--- src/rtl/or_reduce_pipe_pkg.sv ---
// Shared definitions for the pipelined OR-reduction block.
//   MODE_BEAT / MODE_ACC : in_acc encodings (per-beat result vs accumulate)
//   side_t               : sideband carried alongside each beat through the tree
//   clog2 / words_at / out_off : elaboration-time helpers for sizing the tree
package or_reduce_pipe_pkg;

    localparam logic MODE_BEAT = 1'b0;
    localparam logic MODE_ACC  = 1'b1;

    typedef struct packed {
        logic last;
        logic acc;
    } side_t;

    // Ceiling log2; clog2(1) = 0 so a single-word beat has no tree levels.
    function automatic int unsigned clog2(input int unsigned n);
        int unsigned r;
        r = 0;
        for (int k = 0; k < 32; k++) begin
            if ((33'd1 << r) < 33'(n)) r = r + 1;
        end
        return r;
    endfunction

    // Number of words left after lvl pairwise-OR levels.
    function automatic int unsigned words_at(input int unsigned nway, input int unsigned lvl);
        int unsigned w;
        w = nway;
        for (int unsigned k = 0; k < lvl; k++) w = (w + 1) / 2;
        return w;
    endfunction

    // Word offset of level lvl's output inside the flattened level bus.
    function automatic int unsigned out_off(input int unsigned nway, input int unsigned lvl);
        int unsigned s;
        s = 0;
        for (int unsigned k = 1; k <= lvl; k++) s = s + words_at(nway, k);
        return s;
    endfunction

endpackage

--- src/rtl/or_reduce_pipe_tree_level.sv ---
// One registered OR-tree level: IN_WORDS words -> ceil(IN_WORDS/2) words.
// Pairs (2j, 2j+1) are ORed; an odd trailing word passes through unchanged.
// Ports:
//   clk, rst_n        clock, async active-low reset
//   stall_i           hold every register when set
//   data_i/valid_i/side_i   beat from the previous level
//   data_o/valid_o/side_o   registered beat for the next level
module or_tree_level
    import or_reduce_pipe_pkg::*;
#(
    parameter int unsigned WIDTH    = 16,
    parameter int unsigned IN_WORDS = 8
) (
    input  logic                                   clk,
    input  logic                                   rst_n,
    input  logic                                   stall_i,
    input  logic [IN_WORDS*WIDTH-1:0]              data_i,
    input  logic                                   valid_i,
    input  side_t                                  side_i,
    output logic [((IN_WORDS+1)/2)*WIDTH-1:0]      data_o,
    output logic                                   valid_o,
    output side_t                                  side_o
);

    localparam int unsigned OUT_WORDS = (IN_WORDS + 1) / 2;

    logic [OUT_WORDS*WIDTH-1:0] pair_or;
    logic [OUT_WORDS*WIDTH-1:0] data_q, data_d;
    logic                       valid_q, valid_d;
    side_t                      side_q, side_d;

    // Pairwise OR; the unpaired last word of an odd count is forwarded as-is.
    for (genvar j = 0; j < OUT_WORDS; j++) begin : g_pair
        if (2 * j + 1 < IN_WORDS) begin : g_two
            assign pair_or[j*WIDTH +: WIDTH] = data_i[2*j*WIDTH +: WIDTH]
                                             | data_i[(2*j+1)*WIDTH +: WIDTH];
        end else begin : g_one
            assign pair_or[j*WIDTH +: WIDTH] = data_i[2*j*WIDTH +: WIDTH];
        end
    end

    // Next state: capture when the pipe moves, hold on stall.
    always_comb begin
        data_d  = data_q;
        valid_d = valid_q;
        side_d  = side_q;
        if (!stall_i) begin
            data_d  = pair_or;
            valid_d = valid_i;
            side_d  = side_i;
        end
    end

    always_ff @(posedge clk or negedge rst_n) begin
        if (!rst_n) begin
            data_q  <= '0;
            valid_q <= 1'b0;
            side_q  <= '0;
        end else begin
            data_q  <= data_d;
            valid_q <= valid_d;
            side_q  <= side_d;
        end
    end

    assign data_o  = data_q;
    assign valid_o = valid_q;
    assign side_o  = side_q;

endmodule

--- src/rtl/or_reduce_pipe.sv ---
// Pipelined NWAY-word bitwise OR with valid/ready handshake and optional
// accumulation of successive beats up to a beat marked last.
// Ports:
//   clk, rst_n                 clock, async active-low reset
//   in_data/in_valid/in_last/in_acc/in_ready   input beat handshake
//   out_data/out_any/out_zero/out_beats        registered result and flags
//   out_valid/out_ready                        output handshake
module or_reduce_pipe
    import or_reduce_pipe_pkg::*;
#(
    parameter int unsigned WIDTH = 16,
    parameter int unsigned NWAY  = 8,
    parameter int unsigned BEATW = 8
) (
    input  logic                    clk,
    input  logic                    rst_n,
    input  logic [NWAY*WIDTH-1:0]   in_data,
    input  logic                    in_valid,
    input  logic                    in_last,
    input  logic                    in_acc,
    output logic                    in_ready,
    output logic [WIDTH-1:0]        out_data,
    output logic                    out_any,
    output logic                    out_zero,
    output logic [BEATW-1:0]        out_beats,
    output logic                    out_valid,
    input  logic                    out_ready
);

    localparam int unsigned     L       = clog2(NWAY);
    localparam logic [BEATW-1:0] CNT_MAX = '1;

    logic             stall_c;
    logic             in_take;
    side_t            in_side;
    logic [WIDTH-1:0] tree_data;
    logic             tree_valid;
    side_t            tree_side;

    logic [WIDTH-1:0] out_data_q, out_data_d;
    logic             out_any_q, out_any_d;
    logic             out_zero_q, out_zero_d;
    logic [BEATW-1:0] out_beats_q, out_beats_d;
    logic             out_valid_q, out_valid_d;
    logic [WIDTH-1:0] acc_q, acc_d;
    logic [BEATW-1:0] acc_cnt_q, acc_cnt_d;
    logic [BEATW-1:0] cnt_inc;

    // Global stall: a held, untaken result freezes the whole pipe.
    assign stall_c  = out_valid_q & ~out_ready;
    assign in_ready = ~stall_c;
    assign in_take  = in_valid & in_ready;
    assign in_side  = '{last: in_last, acc: in_acc};

    // Reduction tree; every level's output is packed into one flat bus.
    if (L == 0) begin : g_no_tree
        assign tree_data  = in_data;
        assign tree_valid = in_take;
        assign tree_side  = in_side;
    end else begin : g_tree
        localparam int unsigned TOTW = out_off(NWAY, L);

        logic [TOTW*WIDTH-1:0] lvl_data;
        logic [L-1:0]          lvl_valid;
        side_t [L-1:0]         lvl_side;

        for (genvar i = 0; i < L; i++) begin : g_lvl
            localparam int unsigned WI = words_at(NWAY, i);
            localparam int unsigned WO = words_at(NWAY, i + 1);
            localparam int unsigned OO = out_off(NWAY, i);

            if (i == 0) begin : g_first
                or_tree_level #(.WIDTH(WIDTH), .IN_WORDS(WI)) u_lvl (
                    .clk     (clk),
                    .rst_n   (rst_n),
                    .stall_i (stall_c),
                    .data_i  (in_data),
                    .valid_i (in_take),
                    .side_i  (in_side),
                    .data_o  (lvl_data[OO*WIDTH +: WO*WIDTH]),
                    .valid_o (lvl_valid[i]),
                    .side_o  (lvl_side[i])
                );
            end else begin : g_next
                localparam int unsigned OI = out_off(NWAY, i - 1);
                or_tree_level #(.WIDTH(WIDTH), .IN_WORDS(WI)) u_lvl (
                    .clk     (clk),
                    .rst_n   (rst_n),
                    .stall_i (stall_c),
                    .data_i  (lvl_data[OI*WIDTH +: WI*WIDTH]),
                    .valid_i (lvl_valid[i-1]),
                    .side_i  (lvl_side[i-1]),
                    .data_o  (lvl_data[OO*WIDTH +: WO*WIDTH]),
                    .valid_o (lvl_valid[i]),
                    .side_o  (lvl_side[i])
                );
            end
        end

        assign tree_data  = lvl_data[out_off(NWAY, L-1)*WIDTH +: WIDTH];
        assign tree_valid = lvl_valid[L-1];
        assign tree_side  = lvl_side[L-1];
    end

    // Output / accumulator stage; flags derive from the next out_data.
    always_comb begin
        out_data_d  = out_data_q;
        out_beats_d = out_beats_q;
        out_valid_d = out_valid_q;
        acc_d       = acc_q;
        acc_cnt_d   = acc_cnt_q;
        cnt_inc     = (acc_cnt_q == CNT_MAX) ? CNT_MAX : acc_cnt_q + BEATW'(1);

        if (!stall_c) begin
            out_valid_d = 1'b0;
            if (tree_valid) begin
                unique case (tree_side.acc)
                    MODE_BEAT: begin
                        out_data_d  = tree_data;
                        out_beats_d = BEATW'(1);
                        out_valid_d = 1'b1;
                    end
                    MODE_ACC: begin
                        if (tree_side.last) begin
                            out_data_d  = acc_q | tree_data;
                            out_beats_d = cnt_inc;
                            out_valid_d = 1'b1;
                            acc_d       = '0;
                            acc_cnt_d   = '0;
                        end else begin
                            acc_d       = acc_q | tree_data;
                            acc_cnt_d   = cnt_inc;
                        end
                    end
                endcase
            end
        end

        out_any_d  = |out_data_d;
        out_zero_d = ~|out_data_d;
    end

    always_ff @(posedge clk or negedge rst_n) begin
        if (!rst_n) begin
            out_data_q  <= '0;
            out_any_q   <= 1'b0;
            out_zero_q  <= 1'b1;
            out_beats_q <= '0;
            out_valid_q <= 1'b0;
            acc_q       <= '0;
            acc_cnt_q   <= '0;
        end else begin
            out_data_q  <= out_data_d;
            out_any_q   <= out_any_d;
            out_zero_q  <= out_zero_d;
            out_beats_q <= out_beats_d;
            out_valid_q <= out_valid_d;
            acc_q       <= acc_d;
            acc_cnt_q   <= acc_cnt_d;
        end
    end

    assign out_data  = out_data_q;
    assign out_any   = out_any_q;
    assign out_zero  = out_zero_q;
    assign out_beats = out_beats_q;
    assign out_valid = out_valid_q;

endmodule
--- config.mk ---
export PLATFORM = sky130hd
export DESIGN_NAME = or_reduce_pipe
export DESIGN_NICKNAME = d
export VERILOG_FILES = /design/src/rtl/or_reduce_pipe_pkg.sv /design/src/rtl/or_reduce_pipe_tree_level.sv /design/src/rtl/or_reduce_pipe.sv
export SDC_FILE = /design/constraint.sdc
export NUM_CORES = 1
export LEC_CHECK = 0
export CORE_ASPECT_RATIO = 0.7
export CORE_MARGIN = 1.5
export CORE_UTILIZATION = 50
export DETAILED_ROUTE_END_ITERATION = 12
export PLACE_DENSITY_LB_ADDON = 0.12
export SKIP_LAST_GASP = 1
export SLEW_MARGIN = 25
export SYNTH_ARGS = -nofsm -noshare
export SYNTH_HDL_FRONTEND = slang
export SYNTH_SLANG_ARGS = --single-unit
--- constraint.sdc ---
create_clock -name clk -period 2 [get_ports clk]
set_input_delay 0.3 -clock clk [delete_from_list [all_inputs] [get_ports clk]]
set_output_delay 0.3 -clock clk [all_outputs]
set_load 0.05 [all_outputs]
# Word level (Yosys, flattened, before mapping)

Index checks and enable logic that the tools add are counted.

Add/sub/neg operators: 1
Bitwise operators: 13
Equality and inequality tests: 2
Reduce and logical (&&, ||, !) cells: 4
Multiplexer cells: 12

Operator list:

| operator            | number |
|---|---|
| $or 16x16->16       | 8 |
| $mux 16             | 4 |
| $pmux 16 s2         | 1 |
| $mux 8              | 3 |
| $pmux 8 s2          | 1 |
| $reduce_or 16->1    | 1 |
| $add 8x1->8 const B | 1 |
| $eq 8x8->1 const B  | 1 |
| $reduce_and 3->1    | 2 |
| $not 1->1           | 3 |
| $and 1x1->1         | 2 |
| $mux 1              | 2 |
| $ne 2x1->1 const B  | 1 |
| $pmux 1 s2          | 1 |
| $logic_not 1->1     | 1 |

Input bits: 134
Output and inout port bits: 28
Word-level logic and storage cells: 51
Flip-flop bits (word level): 172

# Logic depth before layout (Yosys ltp)

Word-level depth: 7
Gate-level depth with buffers: 7
Gate-level depth less buffers: 5

# By module

Synthesis repeated with hierarchy kept, for this count alone.

Cells, all modules: 720
Area total of the unflattened synthesis: 7093.1 um^2

By module, submodules not included:

| module                                         | cells an instance | seq. area each (um^2) | area an instance (um^2) | instances |
|---|---|---|---|---|
| or_tree_level at g_tree.g_lvl[0].g_first.u_lvl | 276               | 1676.6                | 2597.5                  | 1 |
| or_reduce_pipe                                 | 229               | 1277.5                | 2279.7                  | 1 |
| or_tree_level at g_tree.g_lvl[1].g_next.u_lvl  | 141               | 875.8                 | 1401.3                  | 1 |
| or_tree_level at g_tree.g_lvl[2].g_next.u_lvl  | 74                | 475.5                 | 814.5                   | 1 |

# Worst setup path before layout

OpenSTA, ideal clock, no wires.

Path kind: register to output
Start: register out_valid_q (netlist: out_valid)
End: output in_ready
Cell stages (with the launch flop): 6
Data required time: 1700 ps
Slack: 120 ps
Path buffers: 3
Data arrival time: 1580 ps
Path through: dfrtp_1 nor2b_2 inv_1 buf_2 buf_2 buf_2

Cells in the longest elaborated chain, start to end: 2

RTL lines:

| element                | RTL line              | source |
|---|---|---|
| start, declared        | or_reduce_pipe.sv:44  | `logic out_valid_q, out_valid_d;` |
| start signal, assigned | or_reduce_pipe.sv:157 | `out_valid_q <= out_valid_d;` |
| $and 1x1->1            | or_reduce_pipe.sv:50  | `assign stall_c = out_valid_q & ~out_ready;` |
| $not 1->1 (no line)    | -                     |  |
| end, declared          | or_reduce_pipe.sv:21  | `output logic in_ready,` |

No other way between the ends.

# Worst setup path after layout

Start: register out_data_q[7] (netlist: out_data[7])
End: output out_data[7]

RTL lines:

| element                | RTL line              | source |
|---|---|---|
| start, declared        | or_reduce_pipe.sv:40  | `logic [WIDTH-1:0] out_data_q, out_data_d;` |
| start signal, assigned | or_reduce_pipe.sv:153 | `out_data_q <= out_data_d;` |
| end, declared          | or_reduce_pipe.sv:22  | `output logic [WIDTH-1:0] out_data,` |

No word-level cell between the ends.

==> flow_summary_export.csv <==
group,metric,value,unit
final_layout,nFillCells,1016,
clock_network,cts_buffer_depth,2,
placed_design,gp_congestion,0.812,
die,dieArea,14600,um2
placed_design,place_hpwl,11.7,mm
clock_network,post_cts_buffers,0,
timing,rsz0062_at_grt,"no",
yosys,ys_types,46,
yosys,ys_warn_count,0,
worst_setup_path,crit_fanout,3,
timing,hold_viol,0,
clock_network,holdBufCountCts,1,
yosys,synth_edf_count,0,
power_and_ir_drop,comb_power_share,31.6,%
die,die_y,102,um
timing,min_period_over_period,96.6,%
grt,antenna_found_initial,0,
placed_design,numPortBuffers,161,
route,vias,5847,
timing,finalSetupTns,0,ns
worst_setup_path,endpoint_kind,"output port",
worst_setup_path,path_buf_inv,1,
power_and_ir_drop,internal_power,8060,uW
yosys,synth_top_flop_cell,"dfrtp_1",
timing,worst_slew_pin_slew,0.510,ns
yosys,netlist_instances,737,
final_layout,drive_gt1_share,7.04,%
timing,slew_viol_final,0,
grt,grt_pass1_vias,5723,
final_layout,fin_nets,1031,
yosys,synth_area,6940,um2
timing,finalCriticalPeriod,1.93,ns
die,die-width,144,um
final_layout,syn2layout_area_growth,35.7,%
timing,layout_setup_ws,0.0683,ns
grt,overflow,0,
final_layout,fin_util,70.5,%
yosys,async_flop_share,100,%
clock_network,clkTransAtPathRegs,0.07,ns
clock_network,cts.htree.levels,4,
yosys,yosysTopAreaCell,"dfrtp_1",
route,dr.pass1.iters,5,
route,via_per_inst,5.34,
hold_path,hp-class,"input pin to async pin",
grt,grt_max_degree,74,
grt,grt-busiest-layer,"met2",
yosys,ys_ff_latch,172,
power_and_ir_drop,power_density,1400,nW/um2
yosys,synth_nets,872,
route,wl_per_cell,15.4,um
worst_setup_path,crit_arrival,1.63,ns
timing,setup_viol,0,
die,start_util,51.9,%
placed_design,post-place-ws,0.269,ns
worst_setup_path,worst_path_largest_cell_delay,0.82,ns
worst_setup_path,startpoint_type,"flip-flop",
worst_setup_path,critPathKind,"flip-flop to output port",
worst_setup_path,cp.required,1.70,ns
run,cap_violations,0,
grt,use_met3,4.73,%
grt,grt.total_usage,25.0,%
worst_setup_path,cp_slowest_cell,"clkdlybuf4s50_1",
route,postRouteAntennaNets,0,
yosys,syn_area_per_cell,9.41,um2
grt,grt_use_met2,40.5,%
timing,fin_skew,0.00783,ns
yosys,yosys-top-cells-area,"dfrtp_1 62%, nand2_1 15%, o21ai_0 9.9%",
clock_network,cts-root-buf,"clkbuf_16",
timing,slew_headroom,65.9,%
die,row_count,35,
yosys,synth_top_cell_area_share,61.7,%
grt,grt_pass1_wl,27.7,mm
power_and_ir_drop,switchingPower,5090,uW
yosys,yosys.cell_count.top_type,"nand2_1",
yosys,ys_seq_area_share,62.1,%
power_and_ir_drop,p_leak,0.00396,uW
die,pin_count,162,
power_and_ir_drop,power.share.clock,24.8,%
power_and_ir_drop,swShare,38.7,%
power_and_ir_drop,ir_drop,0.586,mV
clock_network,cts_tree,"built",
clock_network,clock_latency,0.43,ns
final_layout,antenna_cells,0,
worst_setup_path,cp_top_family,"buffers and inverters",
power_and_ir_drop,p_seq_share,43.6,%
clock_network,cts.sinks,172,
clock_network,cts_resized,0,
yosys,synthTopCellsByCount,"272 x nand2_1, 171 x dfrtp_1, 137 x o21ai_0",
route,drtIter0Drc,319,
route,routed_wl,16.9,mm
grt,met1_usage,33.6,%
status,status,"completed",
worst_setup_path,path_cells,"clkdlybuf4s50_1",
route,drc_errors,0,
die,core_area,13400,um2
clock_network,numCtsBuffers,17,
timing,timing.fmax,518,MHz
cells in the final DEF, fill, tap and decap left out, types with 4 or more instances in the layout:
cell / n
clkbuf_16: 17
clkdlybuf4s50_1: 158
inv_6: 6
clkinvlp_4: 4
buf_4: 12
dfrtp_1: 171
nand2_1: 272
inv_1: 4
nor4_1: 12
a21oi_1: 38
o21ai_0: 137
nor2_1: 16
buf_12: 8
power by group through the flow:
stage | combinational [uW] | sequential [uW] | clock, uW
after CTS | 4190 | 5710 | 3290
after detailed placement | 4140 | 5750 | 0
final | 4150 | 5730 | 3260
after floorplan | 2050 | 6090 | 0
after global routing | 4600 | 5870 | 3450
after global placement | 3990 | 5680 | 0
per-layer routing:
metal | vias up | part of all wire [%]
met5 | - | 0
met4 | 0 | 2.1
met3 | 32 | 5.4
met2 | 196 | 48
met1 | 2822 | 44
li1 | 2797 | -
kinds of logic (layout without fill, tap and decap cells):
logic type	count (synthesis)	after routing	synth area share, %
AO/OA/AOI/OAI	199	199	15.5
AND/OR/NAND/NOR	317	317	18.9
multiplexers	1	1	0.144
adder cells (fa/ha/maj)	1	1	0.180
buffers and inverters	46	218	3.09
flip-flops	172	172	62.1
XOR/XNOR	1	1	0.126
layout make-up:
cell class	count	area, um2	share of cell area, %
Clock buffer	17	425	4.52
Clock inverter	15	155	1.65
Inverter	6	22.5	0.239
Multi-Input combinational cell	519	2420	25.7
Sequential cell	172	4310	45.7
Tap cell	185	231	2.46
Timing Repair Buffer	180	1850	19.7
worst paths after layout:
check,depth (start not counted),slack (ns),end,from
max,1,0.07,out_data[7],out_data[7]
min,2,0.38,g_tree.g_lvl[0].g_first.u_lvl.data_o[41],rst_n
max reg2reg,5,0.18,acc_cnt_q[1],acc_cnt_q[0]
min reg2reg,2,0.46,g_tree.g_lvl[0].g_first.u_lvl.data_o[25],g_tree.g_lvl[0].g_first.u_lvl.data_o[25]
max in group asynchronous,3,0.98,acc_q[15],rst_n
min in group clk,3,0.41,g_tree.g_lvl[0].g_first.u_lvl.valid_o,in_valid
registers in the layout, indices dropped and copies added (netlist names), 4 cells and up:
name and flops:
g_tree.g_lvl.g_next.u_lvl.side_o 4, acc_q 16, g_tree.g_lvl.g_first.u_lvl.data_o 64, out_beats 8, g_tree.g_lvl.g_next.u_lvl.data_o 48, acc_cnt_q 8
out_data 16
stage by stage:
step | power (uW) | std cells | area (um2) | hold slack (ns)
final | 13100 | 1094 | 9410 | 0.382
after global placement | 9670 | 1061 | 8820 | 0.275
after CTS | 13200 | 1094 | 9410 | 0.401
after floorplan | 8140 | 737 | 6940 | 0.00441
after detailed placement | 9890 | 1061 | 8820 | 0.280
after global routing | 13900 | 1094 | 9410 | 0.417
Note: power is estimated with default switching activity, not from simulation.
